==> src/rtl/enemy_fire_pkg.sv <==
// Shared types and defaults for the enemy fire scheduler.
package enemy_fire_pkg;

  localparam int unsigned POS_W_DEFAULT = 11;

  typedef enum logic [1:0] {
    StIdle     = 2'd0,
    StArb      = 2'd1,
    StLaunch   = 2'd2,
    StCooldown = 2'd3
  } state_e;

endpackage

==> src/rtl/rr_arbiter.sv <==
// Combinational round-robin arbiter: first set request at or after ptr, wrapping modulo N.
module rr_arbiter #(
  parameter int unsigned N    = 4,
  localparam int unsigned IdxW = $clog2(N)
) (
  input  logic [N-1:0]    req,
  input  logic [IdxW-1:0] ptr,
  output logic [N-1:0]    grant,
  output logic [IdxW-1:0] idx,
  output logic            valid
);

  // One extra bit so ptr + k never overflows before the explicit wrap.
  logic [IdxW:0] pos;

  always_comb begin
    grant = '0;
    idx   = '0;
    valid = 1'b0;
    pos   = '0;
    for (int k = 0; k < int'(N); k++) begin
      pos = {1'b0, ptr} + (IdxW + 1)'(k);
      if (pos >= (IdxW + 1)'(N)) begin
        pos = pos - (IdxW + 1)'(N);
      end
      if (!valid && req[pos[IdxW-1:0]]) begin
        valid                  = 1'b1;
        idx                    = pos[IdxW-1:0];
        grant[pos[IdxW-1:0]]   = 1'b1;
      end
    end
  end

endmodule

==> src/rtl/enemy_fire_scheduler.sv <==
// Grants one requesting enemy a free projectile slot, pulses the launch, then holds off
// further launches for a global cooldown.
module enemy_fire_scheduler
  import enemy_fire_pkg::*;
#(
  parameter int unsigned N_ENEMIES = 4,
  parameter int unsigned N_SLOTS   = 2,
  parameter int unsigned POS_W     = POS_W_DEFAULT,
  parameter int unsigned COOLDOWN  = 10000000
) (
  input  logic                         clk,
  input  logic                         reset,
  input  logic                         enable,
  input  logic [N_ENEMIES-1:0]         fire_req,
  input  logic [N_ENEMIES*POS_W-1:0]   enemy_posX,
  input  logic [N_ENEMIES*POS_W-1:0]   enemy_posY,
  input  logic [N_SLOTS-1:0]           slot_busy,
  output logic [N_SLOTS-1:0]           launch,
  output logic [POS_W-1:0]             launch_X,
  output logic [POS_W-1:0]             launch_Y,
  output logic [N_ENEMIES-1:0]         fire_ack,
  output logic                         cooldown_on
);

  localparam int unsigned PtrW = $clog2(N_ENEMIES);
  localparam int unsigned CntW = $clog2(COOLDOWN + 1);

  state_e               state_q, state_d;
  logic [PtrW-1:0]      rr_ptr_q, rr_ptr_d;
  logic [PtrW-1:0]      grant_q, grant_d;
  logic [PtrW-1:0]      ptr_inc;
  logic [CntW-1:0]      cnt_q, cnt_d;
  logic [N_SLOTS-1:0]   launch_q, launch_d;
  logic [N_ENEMIES-1:0] fire_ack_q, fire_ack_d;
  logic [POS_W-1:0]     launch_x_q, launch_x_d;
  logic [POS_W-1:0]     launch_y_q, launch_y_d;
  logic                 cooldown_q;

  logic [N_ENEMIES-1:0] arb_grant;
  logic [PtrW-1:0]      arb_idx;
  logic                 arb_valid;
  logic [N_SLOTS-1:0]   slot_oh;
  logic                 slot_free;
  logic [POS_W-1:0]     pos_x, pos_y;

  rr_arbiter #(
    .N (N_ENEMIES)
  ) u_rr_arbiter (
    .req   (fire_req),
    .ptr   (rr_ptr_q),
    .grant (arb_grant),
    .idx   (arb_idx),
    .valid (arb_valid)
  );

  // Descending scan so the lowest free slot wins.
  always_comb begin
    slot_oh = '0;
    for (int i = int'(N_SLOTS) - 1; i >= 0; i--) begin
      if (!slot_busy[i]) begin
        slot_oh    = '0;
        slot_oh[i] = 1'b1;
      end
    end
    slot_free = ~&slot_busy;
  end

  always_comb begin
    pos_x = '0;
    pos_y = '0;
    for (int i = 0; i < int'(N_ENEMIES); i++) begin
      if (arb_idx == PtrW'(i)) begin
        pos_x = enemy_posX[i*POS_W +: POS_W];
        pos_y = enemy_posY[i*POS_W +: POS_W];
      end
    end
  end

  assign ptr_inc = (grant_q == PtrW'(N_ENEMIES - 1)) ? '0 : grant_q + PtrW'(1);

  always_comb begin
    state_d    = state_q;
    rr_ptr_d   = rr_ptr_q;
    grant_d    = grant_q;
    cnt_d      = cnt_q;
    launch_d   = '0;
    fire_ack_d = '0;
    launch_x_d = launch_x_q;
    launch_y_d = launch_y_q;

    if (!enable) begin
      state_d = StIdle;
      cnt_d   = '0;
      // A pulse already on the outputs still counts as granted.
      if (state_q == StLaunch) begin
        rr_ptr_d = ptr_inc;
      end
    end else begin
      case (state_q)
        StIdle: state_d = StArb;
        StArb: begin
          if (arb_valid && slot_free) begin
            grant_d    = arb_idx;
            launch_d   = slot_oh;
            fire_ack_d = arb_grant;
            launch_x_d = pos_x;
            launch_y_d = pos_y;
            state_d    = StLaunch;
          end
        end
        StLaunch: begin
          rr_ptr_d = ptr_inc;
          cnt_d    = '0;
          state_d  = StCooldown;
        end
        StCooldown: begin
          if (cnt_q == CntW'(COOLDOWN - 1)) begin
            cnt_d   = '0;
            state_d = StArb;
          end else begin
            cnt_d = cnt_q + CntW'(1);
          end
        end
        default: state_d = StIdle;
      endcase
    end
  end

  always_ff @(posedge clk or negedge reset) begin
    if (!reset) begin
      state_q    <= StIdle;
      rr_ptr_q   <= '0;
      grant_q    <= '0;
      cnt_q      <= '0;
      launch_q   <= '0;
      fire_ack_q <= '0;
      launch_x_q <= '0;
      launch_y_q <= '0;
      cooldown_q <= 1'b0;
    end else begin
      state_q    <= state_d;
      rr_ptr_q   <= rr_ptr_d;
      grant_q    <= grant_d;
      cnt_q      <= cnt_d;
      launch_q   <= launch_d;
      fire_ack_q <= fire_ack_d;
      launch_x_q <= launch_x_d;
      launch_y_q <= launch_y_d;
      cooldown_q <= (state_d == StCooldown);
    end
  end

  assign launch      = launch_q;
  assign fire_ack    = fire_ack_q;
  assign launch_X    = launch_x_q;
  assign launch_Y    = launch_y_q;
  assign cooldown_on = cooldown_q;

endmodule

==> config.mk <==
export PLATFORM = sky130hd
export DESIGN_NAME = enemy_fire_scheduler
export DESIGN_NICKNAME = d
export VERILOG_FILES = /design/src/rtl/enemy_fire_pkg.sv /design/src/rtl/rr_arbiter.sv /design/src/rtl/enemy_fire_scheduler.sv
export SDC_FILE = /design/constraint.sdc
export NUM_CORES = 1
export LEC_CHECK = 0
export ABC_AREA = 1
export BUFFER_PORTS_ARGS = -buffer_cell sky130_fd_sc_hd__buf_2
export CORE_MARGIN = 2
export CORE_UTILIZATION = 57
export CTS_BUF_LIST = sky130_fd_sc_hd__clkbuf_2 sky130_fd_sc_hd__clkbuf_4 sky130_fd_sc_hd__clkbuf_8
export CTS_CLUSTER_DIAMETER = 80
export DETAILED_ROUTE_END_ITERATION = 7
export GPL_TIMING_DRIVEN = 0
export PLACE_DENSITY_LB_ADDON = 0.1
export SKIP_LAST_GASP = 1
export SLEW_MARGIN = 5
export SYNTH_ARGS = -nofsm -noshare
export SYNTH_HDL_FRONTEND = slang
export SYNTH_SLANG_ARGS = --single-unit
==> constraint.sdc <==
create_clock -name clk -period 3.86 [get_ports clk]
set_input_delay 0.772 -clock clk [delete_from_list [all_inputs] [get_ports clk]]
set_output_delay 0.772 -clock clk [all_outputs]
set_load 0.005 [all_outputs]
======== After elaboration in Yosys (flattened, before gate mapping) ========
Index checks and enable logic that the tools add are counted.
storage, ports and cells
  flip-flop bits (word level) ............. 59
  output and inout port bits .............. 29
cells by class
  bitwise gates (word level) .............. 3
  reduce and logical (&&, ||, !) cells .... 16
  $lt $le $gt $ge ......................... 12
  equal/unequal tests ..................... 10
  add/subtract/negate cells ............... 9
  muxes and demuxes ....................... 56
operators by type and width
  operator                                                               count
  11-bit 2-to-1 mux                                                      8
  24-bit 2-to-1 mux                                                      2
  24-bit one-hot mux with 2 select lines                                 1
  2-bit 2-to-1 mux                                                       17
  4-bit 2-to-1 mux                                                       7
  24-bit by 1-bit adder with 24-bit output, second input constant        1
  24-bit == test, second input constant                                  1
  2-bit == test, second input constant                                   6
  2-bit by 3-bit < comparator with 1-bit output, second input constant   4
  1-bit 2-to-1 mux                                                       12
  4-bit OR                                                               3
  3-bit >= comparator, second input constant                             3
  1-bit binary-select mux with 2-bit select                              4
  1-bit demux with 2-bit select                                          4
  2-bit by 1-bit >= comparator with 1-bit output, second input constant  4
  1-bit logical AND                                                      8
  2-bit one-hot mux with 4 select lines                                  1
  2-bit by 1-bit subtractor with 2-bit output, second input constant     4
  2-bit by 2-bit adder with 3-bit output, second input constant          2
  2-bit by 1-bit == test with 1-bit output, second input constant        2
  1-bit logical NOT                                                      4
  2-bit logical NOT                                                      2
  2-bit by 1-bit adder with 3-bit output, second input constant          1
  2-bit by 3-bit >= comparator with 1-bit output, second input constant  1
  other kinds (4)                                                        4

======== Depth between registers and ports, before layout ========
  word-level depth ........................ 19
  mapped depth ............................ 18
  gate-level depth less buffers ........... 16

======== Hierarchy ========
From an unflattened synthesis, not the netlist that was laid out.
second synthesis, totals
  cell total of the unflattened synthesis .. 549
  area, all modules ....................... 3821.2 um2
modules (own cells, without submodules)
  module                cells an instance  instances  area each (um2)
  enemy_fire_scheduler  475                1          3380.7
  rr_arbiter            74                 1          440.4

======== Least setup slack after synthesis ========
OpenSTA, ideal clock, no wires.
  path kind ............................... flip-flop to flip-flop
  start point ............................. reg rr_ptr_q[0]
  end point ............................... reg launch_x_q[10] (netlist: launch_X[10])
  setup time .............................. 0.116 ns
  arrival ................................. 2.225 ns
  setup slack ............................. 1.519 ns
  cell stages (with the launch flop) ...... 19
  period minus slack after synthesis ...... 2.341 ns
  path buffers ............................ 2
  cells stage by stage .................... dfrtp_1 -> buf_6 -> inv_6 -> ha_1 -> inv_1 -> nand3_2 -> nand2_4 -> inv_2 -> nor2_8 -> nand2_1 -> nand3_2 -> nand2_4 -> nor2_4 -> inv_4 -> buf_6 -> nor2_2 -> nor2_1 -> nand2_1 -> nand2_1
between the ends
  word-level cells in the longest chain between the ends .. 19
ends and longest elaborated chain
  element                                                                                          RTL line                     text
  start: declaration                                                                               enemy_fire_scheduler.sv:29   logic [PtrW-1:0] rr_ptr_q, rr_ptr_d;
  start signal: assignment                                                                         enemy_fire_scheduler.sv:142  rr_ptr_q <= rr_ptr_d;
  parallel branches: the longest is 19 deep, another holds 2-bit by 1-bit adder with 3-bit output  n/a
  end signal: assignment                                                                           enemy_fire_scheduler.sv:147  launch_x_q <= launch_x_d;
  end: declaration                                                                                 enemy_fire_scheduler.sv:35   logic [POS_W-1:0] launch_x_q, launch_x_d;
Parallel ways; which one is timed is not known. The select of a mux whose other input is x is not followed.
A chain may end at the register's enable or synchronous reset.

======== Worst setup path after layout ========
  start point ............................. reg rr_ptr_q[1]
  end point ............................... reg launch_x_q[9] (netlist: launch_X[9])
The elaborated chain is that of the path after synthesis.

==> flow_summary.json <==
{
  "outcome": "finished clean",
  "whs_ps": 475,
  "seq_area_frac_synth_pct": 37.4,
  "dieArea_um2": 7600,
  "cts-root-buf": "clkbuf_8",
  "dpl-instance-area_um2": 4670,
  "fmax_mhz": 363,
  "yosysMostFrequentCell": "nand2_1",
  "grt_remaining_overflow": 0,
  "numCtsBuffers": 9,
  "final_design_area_no_fill_um2": 4860,
  "yosys_warnings": 0,
  "crit_fanout": 10,
  "synthXorXnorAreaFrac_pct": 1.78,
  "route.detailed.drc": 0,
  "slew_violations": 0,
  "fin_nets": 797,
  "ios": 126,
  "cap_violations": 0,
  "hold_viol": 0,
  "rows": 30,
  "clock_skew_ps": 6.77,
  "post_cts_buffers": 0,
  "setup_viol": 0,
  "grt_pass1_vias": 3878,
  "fin_crit_ps": 2760,
  "port_buffers": 125,
  "dp_hpwl_um": 7730,
  "clk_pin_slew_worst_paths_ps": 60,
  "p_leak_nw": 2.66,
  "fillCellCount": 591,
  "clk_latency_ps": 340,
  "areaGrowthSynthToFinish_pct": 23.1,
  "power.density_nw_per_um2": 789,
  "period_share_pct": 71.4,
  "gp_congestion": 0.897,
  "track_usage_pct": 28.3,
  "num_antenna_cells": 0,
  "synthTopCellsByCount": "nand2_1 (172), inv_1 (60), dfrtp_1 (59), nor2_1 (44)",
  "cts_hold_buf": 0,
  "drt_iter0_drc": 195,
  "grt_max_degree": 60,
  "grt_first_pass_wirelength_um": 17100,
  "synth_compound_area_share_pct": 9.38,
  "yosys.area_share.simple_pct": 38.5,
  "coreArea_um2": 6760,
  "cts_tree": "yes",
  "finalSetupTns_ps": 0,
  "synth-seq-cells": 59,
  "die_x_um": 87.2,
  "antenna_left": 0,
  "tightestPinTransition_ps": 729,
  "muxShareOfSynthArea_pct": 0,
  "drive_above_1_share_pct": 29.4,
  "finish.utilization_pct": 71.9,
  "initial_core_util_pct": 58.4,
  "async_flop_share_pct": 100,
  "synth_area_leaders": "dfrtp_1 (37%), nand2_1 (16%), inv_1 (5.7%), nand3_1 (5.3%), o21ai_0 (5.3%)",
  "fp.dieH_um": 87.2,
  "synthFlopType": "dfrtp_1",
  "dr.pass1.iters": 5,
  "rsz0062_at_grt": "false",
  "syn_area_um2": 3950,
  "max-vdd-ir-drop_mv": 0.556,
  "cts_max_level": 3,
  "timing_worst_setup_path_type": "reg -> reg",
  "synth_top_area_share_pct": 37.4,
  "synth_top_family_by_area": "simple AND/OR/NAND/NOR gates",
  "wl_per_cell_um": 12.9,
  "required_ps": 4140,
  "antenna_found_initial": 0,
  "synth_largest_area_cell": "dfrtp_1",
  "ys_types": 38,
  "critPathLaunchType": "flip-flop",
  "cts_max_path_buffers": 2,
  "via_per_inst": 5.22,
  "syn_nets": 661,
  "synth_edf_count": 0,
  "syn_area_per_cell_um2": 7.12,
  "cts_sinks": 59,
  "cp-end-kind": "flip-flop",
  "worst_ep_arrival_time_ps": 3030,
  "routed_wirelength_um": 10000,
  "maxSlewHeadroom_pct": 51.4,
  "synth_fa_ha_area_share_pct": 3.17,
  "synth_cells": 554,
  "holdCritPathClass": "reg -> reg",
  "vias": 4047,
  "cts_resized": 0
}
cell families after synthesis:
kind of cell	count (synthesis)
adders and majority gates	10
xor gates and xnor gates	8
buffers and inverters	84
and+or+nand+nor	326
DFF	59
AOI/OAI and AO/OA	67
power by group:
part | internal, mW | switching (mW)
Combinational | 0.882 | 1.59
Clock | 0.273 | 0.241
Sequential | 0.756 | 0.0936
cell type report:
cell class / count / area [µm²] / area share, %
multi-input combinational: 411 / 2080 / 42.9
buffer: 15 / 111 / 2.29
clock buffer: 12 / 159 / 3.27
sequential: 59 / 1480 / 30.4
timing repair buffer: 125 / 628 / 12.9
inverter: 69 / 274 / 5.64
clock inverter: 4 / 25.0 / 0.515
tap: 80 / 100 / 2.06
flip-flops by register name (all words and copies together), names as in the netlist:
name,flops
cnt_q,24
cooldown_on,1
fire_ack,4
grant_q,2
launch,2
launch_X,11
launch_Y,11
rr_ptr_q,2
state_q,2
metrics by stage:
step	power, mW	worst slack [ps]	cells
after floorplan	2.67	1520	554
after global placement	3.22	1240	759
after detailed placement	3.31	1140	759
after CTS	3.84	1110	775
after global routing	4.17	924	775
final	3.83	1100	775
metal layers:
metal  track usage (%)  up-vias  routed length [µm]
li1                  -     2042                   -
met1              35.9     1830                4280
met2              48.6      154                4930
met3              4.45       21                 589
met4              10.5        0                 232
met5                 0        -                   0
worst paths after layout:
path,start,to,slack [ps],cells after the start
setup / recovery,rr_ptr_q[1],launch_X[9],1100,13
hold / removal,launch_X[9],launch_X[9],470,2
setup reg to reg,rr_ptr_q[1],launch_X[9],1100,13
hold reg to reg,launch_X[9],launch_X[9],470,2
max in group asynchronous,reset,rr_ptr_q[0],2880,1
min in group asynchronous,reset,fire_ack[3],480,1
worst max-delay path, cell delays in order, from the launching register on:
cell	delay [ps]
dfrtp_1	510
inv_1	230
ha_1	460
inv_1	120
nand3_2	110
nand2_4	80
a21oi_4	180
nor2_1	90
a21oi_2	190
clkbuf_1	350
o21ai_0	160
nand3_1	110
nand2_1	60
nand2_1	50
placed cells by master, fill, tap and decap left out, drive strengths merged, types with 6 or more instances in the layout:
master and count:
clkbuf 15, nor3 10, nor2 65, o21ai 43, nand4 12, nand3 47
dfrtp 59, inv 69, xor2 6, nand2 183, a21oi 13, buf 137
a31oi 6, ha 10
No activity file was read; power rests on OpenSTA's default activity.
